**src/rtl/mem_arbiter_if.sv**
```systemverilog
// Requester and memory bus bundle for mem_arbiter.
// The slave modport is the arbiter's view; master is the environment's view.
interface mem_arbiter_if;
  // fetch requester
  logic        f_req;
  logic [15:0] f_addr;
  logic        f_ack;
  logic        f_err;
  // data requester
  logic        d_req;
  logic        d_we;
  logic [15:0] d_addr;
  logic [7:0]  d_wdata;
  logic        d_ack;
  logic        d_err;
  // shared read return and status
  logic [7:0]  rdata;
  logic        busy;
  // memory side
  logic        mem_read;
  logic        mem_write;
  logic [15:0] mem_addr;
  logic [7:0]  mem_wdata;
  logic [7:0]  mem_rdata;
  logic        mem_resp;

  modport slave (
    input  f_req, f_addr, d_req, d_we, d_addr, d_wdata, mem_rdata, mem_resp,
    output f_ack, f_err, d_ack, d_err, rdata, busy,
           mem_read, mem_write, mem_addr, mem_wdata
  );

  modport master (
    output f_req, f_addr, d_req, d_we, d_addr, d_wdata, mem_rdata, mem_resp,
    input  f_ack, f_err, d_ack, d_err, rdata, busy,
           mem_read, mem_write, mem_addr, mem_wdata
  );
endinterface

```
**src/rtl/mem_arbiter.sv**
```systemverilog
// Two-requester (fetch/data) round-robin arbiter onto a single 8-bit memory port
// with a per-access response timeout.
module mem_arbiter #(
  parameter int unsigned TIMEOUT = 16
) (
  input  logic        Clk,
  input  logic        Reset,
  mem_arbiter_if.slave bus
);

  typedef enum logic [1:0] {
    S_IDLE,
    S_BUSY,
    S_DONE,
    S_ERR
  } state_t;

  localparam logic [7:0] LP_WAIT_LAST = 8'(TIMEOUT - 1);

  state_t      r_state;
  state_t      w_next_state;

  logic        r_owner;      // 0 = fetch, 1 = data
  logic        r_last;       // requester served at the most recent grant
  logic        r_we;
  logic [15:0] r_addr;
  logic [7:0]  r_wdata;
  logic [7:0]  r_rdata;
  logic [7:0]  r_wait_cnt;

  logic        w_grant;
  logic        w_grant_data;
  logic        w_wait_done;

  logic        w_mem_read;
  logic        w_mem_write;
  logic        w_f_ack;
  logic        w_d_ack;
  logic        w_f_err;
  logic        w_d_err;

  // Contested requests go to whoever was not served last.
  assign w_grant_data = bus.d_req & (~bus.f_req | ~r_last);
  assign w_grant      = (r_state == S_IDLE) & (bus.f_req | bus.d_req);
  assign w_wait_done  = (r_wait_cnt == LP_WAIT_LAST);

  // NOTE: sequential state uses non-blocking assignments so every flop samples
  // pre-edge values regardless of block ordering.
  always_ff @(posedge Clk or posedge Reset) begin
    if (Reset) begin
      r_state <= S_IDLE;
    end else begin
      r_state <= w_next_state;
    end
  end

  // NOTE: every combinational output gets a default first so no path through
  // the case statement can infer a latch.
  always_comb begin
    w_next_state = r_state;
    w_mem_read   = 1'b0;
    w_mem_write  = 1'b0;
    w_f_ack      = 1'b0;
    w_d_ack      = 1'b0;
    w_f_err      = 1'b0;
    w_d_err      = 1'b0;

    unique case (r_state)
      S_IDLE: begin
        if (w_grant) begin
          w_next_state = S_BUSY;
        end
      end
      S_BUSY: begin
        w_mem_read  = ~r_we;
        w_mem_write = r_we;
        // A response on the last allowed cycle still wins over the timeout.
        if (bus.mem_resp) begin
          w_next_state = S_DONE;
        end else if (w_wait_done) begin
          w_next_state = S_ERR;
        end
      end
      S_DONE: begin
        w_f_ack      = ~r_owner;
        w_d_ack      = r_owner;
        w_next_state = S_IDLE;
      end
      S_ERR: begin
        w_f_err      = ~r_owner;
        w_d_err      = r_owner;
        w_next_state = S_IDLE;
      end
      default: begin
        w_next_state = S_IDLE;
      end
    endcase
  end

  // NOTE: only control and bus-facing registers exist here; all of them get an
  // async reset value because the memory port must be quiet out of reset.
  always_ff @(posedge Clk or posedge Reset) begin
    if (Reset) begin
      r_owner    <= 1'b0;
      r_last     <= 1'b1;
      r_we       <= 1'b0;
      r_addr     <= 16'h0000;
      r_wdata    <= 8'h00;
      r_rdata    <= 8'h00;
      r_wait_cnt <= 8'h00;
    end else if (w_grant) begin
      r_owner    <= w_grant_data;
      r_last     <= w_grant_data;
      r_we       <= w_grant_data & bus.d_we;
      r_addr     <= w_grant_data ? bus.d_addr  : bus.f_addr;
      r_wdata    <= w_grant_data ? bus.d_wdata : 8'h00;
      r_wait_cnt <= 8'h00;
    end else if (r_state == S_BUSY) begin
      if (bus.mem_resp) begin
        if (!r_we) begin
          r_rdata <= bus.mem_rdata;
        end
      end else if (!w_wait_done) begin
        r_wait_cnt <= r_wait_cnt + 8'd1;
      end
    end
  end

  assign bus.mem_read  = w_mem_read;
  assign bus.mem_write = w_mem_write;
  assign bus.mem_addr  = r_addr;
  assign bus.mem_wdata = r_wdata;
  assign bus.rdata     = r_rdata;
  assign bus.f_ack     = w_f_ack;
  assign bus.d_ack     = w_d_ack;
  assign bus.f_err     = w_f_err;
  assign bus.d_err     = w_d_err;
  assign bus.busy      = (r_state != S_IDLE);

endmodule

```
**src/flat_wrapper.sv**
```systemverilog
// flat-port wrapper written by rule: the top's interface ports become plain ports
module mem_arbiter_flat 
#(
  parameter int unsigned TIMEOUT = 16
)
  (Clk, Reset, bus_f_req, bus_f_addr, bus_d_req, bus_d_we, bus_d_addr, bus_d_wdata, bus_mem_rdata, bus_mem_resp, bus_f_ack, bus_f_err, bus_d_ack, bus_d_err, bus_rdata, bus_busy, bus_mem_read, bus_mem_write, bus_mem_addr, bus_mem_wdata);
  mem_arbiter_if bus_i ();
  input  logic Clk;
  input  logic Reset;
  input wire logic [$bits(bus_i.f_req)-1:0] bus_f_req;
  input wire logic [$bits(bus_i.f_addr)-1:0] bus_f_addr;
  input wire logic [$bits(bus_i.d_req)-1:0] bus_d_req;
  input wire logic [$bits(bus_i.d_we)-1:0] bus_d_we;
  input wire logic [$bits(bus_i.d_addr)-1:0] bus_d_addr;
  input wire logic [$bits(bus_i.d_wdata)-1:0] bus_d_wdata;
  input wire logic [$bits(bus_i.mem_rdata)-1:0] bus_mem_rdata;
  input wire logic [$bits(bus_i.mem_resp)-1:0] bus_mem_resp;
  output wire logic [$bits(bus_i.f_ack)-1:0] bus_f_ack;
  output wire logic [$bits(bus_i.f_err)-1:0] bus_f_err;
  output wire logic [$bits(bus_i.d_ack)-1:0] bus_d_ack;
  output wire logic [$bits(bus_i.d_err)-1:0] bus_d_err;
  output wire logic [$bits(bus_i.rdata)-1:0] bus_rdata;
  output wire logic [$bits(bus_i.busy)-1:0] bus_busy;
  output wire logic [$bits(bus_i.mem_read)-1:0] bus_mem_read;
  output wire logic [$bits(bus_i.mem_write)-1:0] bus_mem_write;
  output wire logic [$bits(bus_i.mem_addr)-1:0] bus_mem_addr;
  output wire logic [$bits(bus_i.mem_wdata)-1:0] bus_mem_wdata;
  assign bus_i.f_req = bus_f_req;
  assign bus_i.f_addr = bus_f_addr;
  assign bus_i.d_req = bus_d_req;
  assign bus_i.d_we = bus_d_we;
  assign bus_i.d_addr = bus_d_addr;
  assign bus_i.d_wdata = bus_d_wdata;
  assign bus_i.mem_rdata = bus_mem_rdata;
  assign bus_i.mem_resp = bus_mem_resp;
  assign bus_f_ack = bus_i.f_ack;
  assign bus_f_err = bus_i.f_err;
  assign bus_d_ack = bus_i.d_ack;
  assign bus_d_err = bus_i.d_err;
  assign bus_rdata = bus_i.rdata;
  assign bus_busy = bus_i.busy;
  assign bus_mem_read = bus_i.mem_read;
  assign bus_mem_write = bus_i.mem_write;
  assign bus_mem_addr = bus_i.mem_addr;
  assign bus_mem_wdata = bus_i.mem_wdata;
  mem_arbiter #(.TIMEOUT(TIMEOUT)) u_core (.Clk(Clk), .Reset(Reset), .bus(bus_i));
endmodule
```
**config.mk**
```make
export PLATFORM = sky130hd
export DESIGN_NAME = mem_arbiter_flat
export DESIGN_NICKNAME = d
export VERILOG_FILES = /design/src/rtl/mem_arbiter_if.sv /design/src/rtl/mem_arbiter.sv /design/src/flat_wrapper.sv
export SDC_FILE = /design/constraint.sdc
export NUM_CORES = 1
export LEC_CHECK = 0
export CAP_MARGIN = 20
export CELL_PAD_IN_SITES_DETAIL_PLACEMENT = 1
export CELL_PAD_IN_SITES_GLOBAL_PLACEMENT = 1
export CORE_MARGIN = 5
export CORE_UTILIZATION = 32
export CTS_BUF_LIST = sky130_fd_sc_hd__clkbuf_2 sky130_fd_sc_hd__clkbuf_4 sky130_fd_sc_hd__clkbuf_8
export DETAILED_ROUTE_END_ITERATION = 7
export PLACE_DENSITY_LB_ADDON = 0.1
export SYNTH_ARGS = -nofsm -noshare
export SYNTH_HDL_FRONTEND = slang
export SYNTH_SLANG_ARGS = --single-unit
```
**constraint.sdc**
```tcl
create_clock -name Clk -period 2 [get_ports Clk]
set_input_delay 0.2 -clock Clk [delete_from_list [all_inputs] [get_ports Clk]]
set_output_delay 0.2 -clock Clk [all_outputs]
set_load 0.01 [all_outputs]
```
==> summary.md <==
| Metric | Value |
|---|---|
| Outcome | complete, no violations |
| Max Fclk | approximately 0.54 GHz |
| Cts hold-fix bufs | 0 |
| Clk buf depth | 2 |
| R2R Setup Slk | 0.34 ns |
| Synthesized Nets | about 230 |
| RR Startpoint | u_core.r_wait_cnt[0] |
| Final worst slack | ~0.14 ns |
| Routed len/inst | 15.1 µm |
| Worst Clk Skew | approximately 0.0022 ns |
| Clock transition at path regs | approximately 0.08 ns |
| Post-DP HPWL | roughly 4.1 mm |
| Placed Area | 3080 µm² |
| Arrival time at the worst endpoint | 1.66 ns |
| Final cycle utilization of the critical path | 93.0% |
| Post-route DRC | 0 |
| WS Path Type | reg -> out |
| CP endpoint kind | output pin |
| Core box area | approximately 6000 µm² |
| Final wirelength | ~5.2 mm |
| Sequential area share after synthesis | 56.1% |
| Routed Antenna Nets | 0 |
| Vias in the first global route | about 1700 |
| Final Max Slew Viols | 0 |
| Pwr Density | 1280 nW/µm² |
| Hold WC Path Type | in -> async |
| Clock root buffer | clkbuf_8 |
| Reg2Reg Capture Point | u_core.r_wait_cnt[1] |
| Leak | between 1 and 1.5 nW |
| Initial core utilization | 33.3% |
| Number of synthesized flops with an enable pin | 0 |
| Crit path time final | approximately 1.9 ns |
| Drt via density | roughly 4.8 |
| Share of cells above drive strength 1 | between 10% and 20% |
| Fin nets | about 330 |
| Max_cap viols | 0 |
| Fin. Hold Viols | 0 |
| DR iter-0 viols | between 40 and 50 |
| Final hold slack | between 0.2 and 0.25 ns |
| Full die area | between 7000 and 8000 µm² |
| Gate count after technology mapping | roughly 170 |
| Unrepaired setup endpoints after global routing | no |
| Worst slew pin tran | between 0.5 and 0.6 ns |
| # diodes | 0 |
| Final std cells w/o fill | approximately 350 |
| Gr usage total | 13.6% |
| Finished Cell Area | 3200 µm² |
| Prevailing post-synth register cell | dfrtp_1 |
| Clock Latency Late Sink | slightly below 0.3 ns |
| CTS Sinks | 45 |
| Num rows | 28 |
| Largest net degree at the start of global routing | 28 |
| Initial antenna violation count | 0 |
| TNS Setup | 0 ns |
| TritonRoute pass-1 iters | 4 |
| Area growth syn-to-layout | 59.0% |
| H-tree levels | 2 |
| Ports | 93 |
| Inst Count DP | around 340 |
| Global-route wire length before repair | around 8.4 mm |
| CP max FO | 7 |
| I/O Buffers | slightly above 90 |
| Mapped Area | around 2000 µm² |
| Max IR drop VDD | approximately 500 µV |
| Dpl ws | roughly 0.22 ns |
| Synth unique cells | 28 |
| DIE WIDTH | approximately 90 µm |
| Setup violations, final | 0 |
| Worst Setup Start Kind | flop |
| Most common cell after layout, fill and taps aside | clkdlybuf4s50_1 |
| CTS tree | done |
| Gr ovfl total | 0 |
| Routed via count | 1651 |
| Flop and latch count out of synthesis | between 40 and 50 |
| Worst EP required | around 1.8 ns |
| Ys Warns | 0 |
| Routability cong. | 0.741 |
| Syn avg cell area | around 12 µm² |
| CTS resizes | 0 |
| Die Height | 89.2 µm |
| Slew HR | about two thirds |
| Cts bufs inserted | 5 |
| Most frequent cells in the layout | clkdlybuf4s50_1, dfrtp_1, nand2_1 |
| Asr flop ratio synth | 100% |
| Postcts setup bufs | 0 |
| Reg2Reg Depth | 5 |
## worst max-delay path: stages, from the launching register on
cell             delay, ns
dfrtp_1               0.44
nor2_1                0.33
inv_1                 0.10
clkdlybuf4s50_1       0.50
## Yosys cell counts, types with 2 or more instances
cell	n	area (µm²)
dfrtp_1	44	1100
nand2_1	26	97.6
mux2i_1	20	200
o21ai_0	17	85.1
nor2_1	13	48.8
a22o_1	8	70.1
mux2_2	8	90.1
clkbuf_1	5	18.8
xnor2_1	4	35.0
buf_2	3	15.0
inv_1	3	11.3
nand3_1	3	15.0
a2111oi_4	2	55.1
a21o_1	2	15.0
and2_1	2	12.5
## where the power goes
| group | switching [mW] | total [mW] | internal, mW |
|---|---|---|---|
| Clock | 0.292 | 0.713 | 0.421 |
| Combinational | 0.817 | 1.89 | 1.07 |
| Sequential | 0.223 | 1.51 | 1.28 |
| Total | 1.33 | 4.10 | 2.77 |
## final cells by class
cell class / count / area [µm²]
inverter: 3 / 11.3
tap: 75 / 93.8
fill: 664 / 2830
multi-input combinational: 117 / 852
clock inverter: 1 / 30.0
clock buffer: 7 / 90.1
timing repair buffer: 98 / 991
sequential: 45 / 1130
## state kept, by name (all words and copies together) (netlist names)
signal,count
u_core.bus.mem_addr,16
u_core.bus.mem_wdata,8
u_core.bus.rdata,8
u_core.r_wait_cnt,8
u_core.r_state,2
u_core.r_last,1
u_core.r_owner,1
u_core.r_we,1
## worst max path at each step
stage,start,cells past startpoint,endpoint,slack (ns)
finish,u_core.r_state[1],3,bus_busy,0.14
global route,u_core.r_state[0],3,bus_busy,0.05
CTS,u_core.r_state[1],3,bus_busy,0.12
detailed placement,bus_mem_resp,5,u_core.r_wait_cnt[6],0.22
global placement,bus_mem_resp,5,u_core.r_wait_cnt[7],0.27
floorplan,u_core.r_state[1],5,u_core.bus.rdata[0],0.45
## cell families after synthesis
kind of cell / Yosys count / share of synthesized area [%]
and+or+nand+nor: 51 / 12.0
buffers and inverters: 11 / 2.24
muxes: 28 / 14.4
adders and majority gates: 1 / 0.623
AOI/OAI and AO/OA: 33 / 12.9
xor gates and xnor gates: 4 / 1.74
DFF: 45 / 56.1
## routing by layer
metal  vias to the layer above  wire [µm]  GRT usage (%)
met5                         -          0              0
met4                         0         57           3.65
met3                         5        531           5.16
met2                        59       2530           23.5
met1                       792       2100           15.9
li1                        795          -              -
## through the flow
| stage | utilization [%] | power, mW |
|---|---|---|
| 2_1_floorplan | - | 2.34 |
| 3_3_place_gp | 51.0 | 3.40 |
| 3_5_place_dp | 51.0 | 3.45 |
| 4_1_cts | 53.0 | 4.18 |
| 5_1_grt | 53.0 | 4.40 |
| 6_report | 53.0 | 4.10 |
Power figures use the tool's default switching activity.
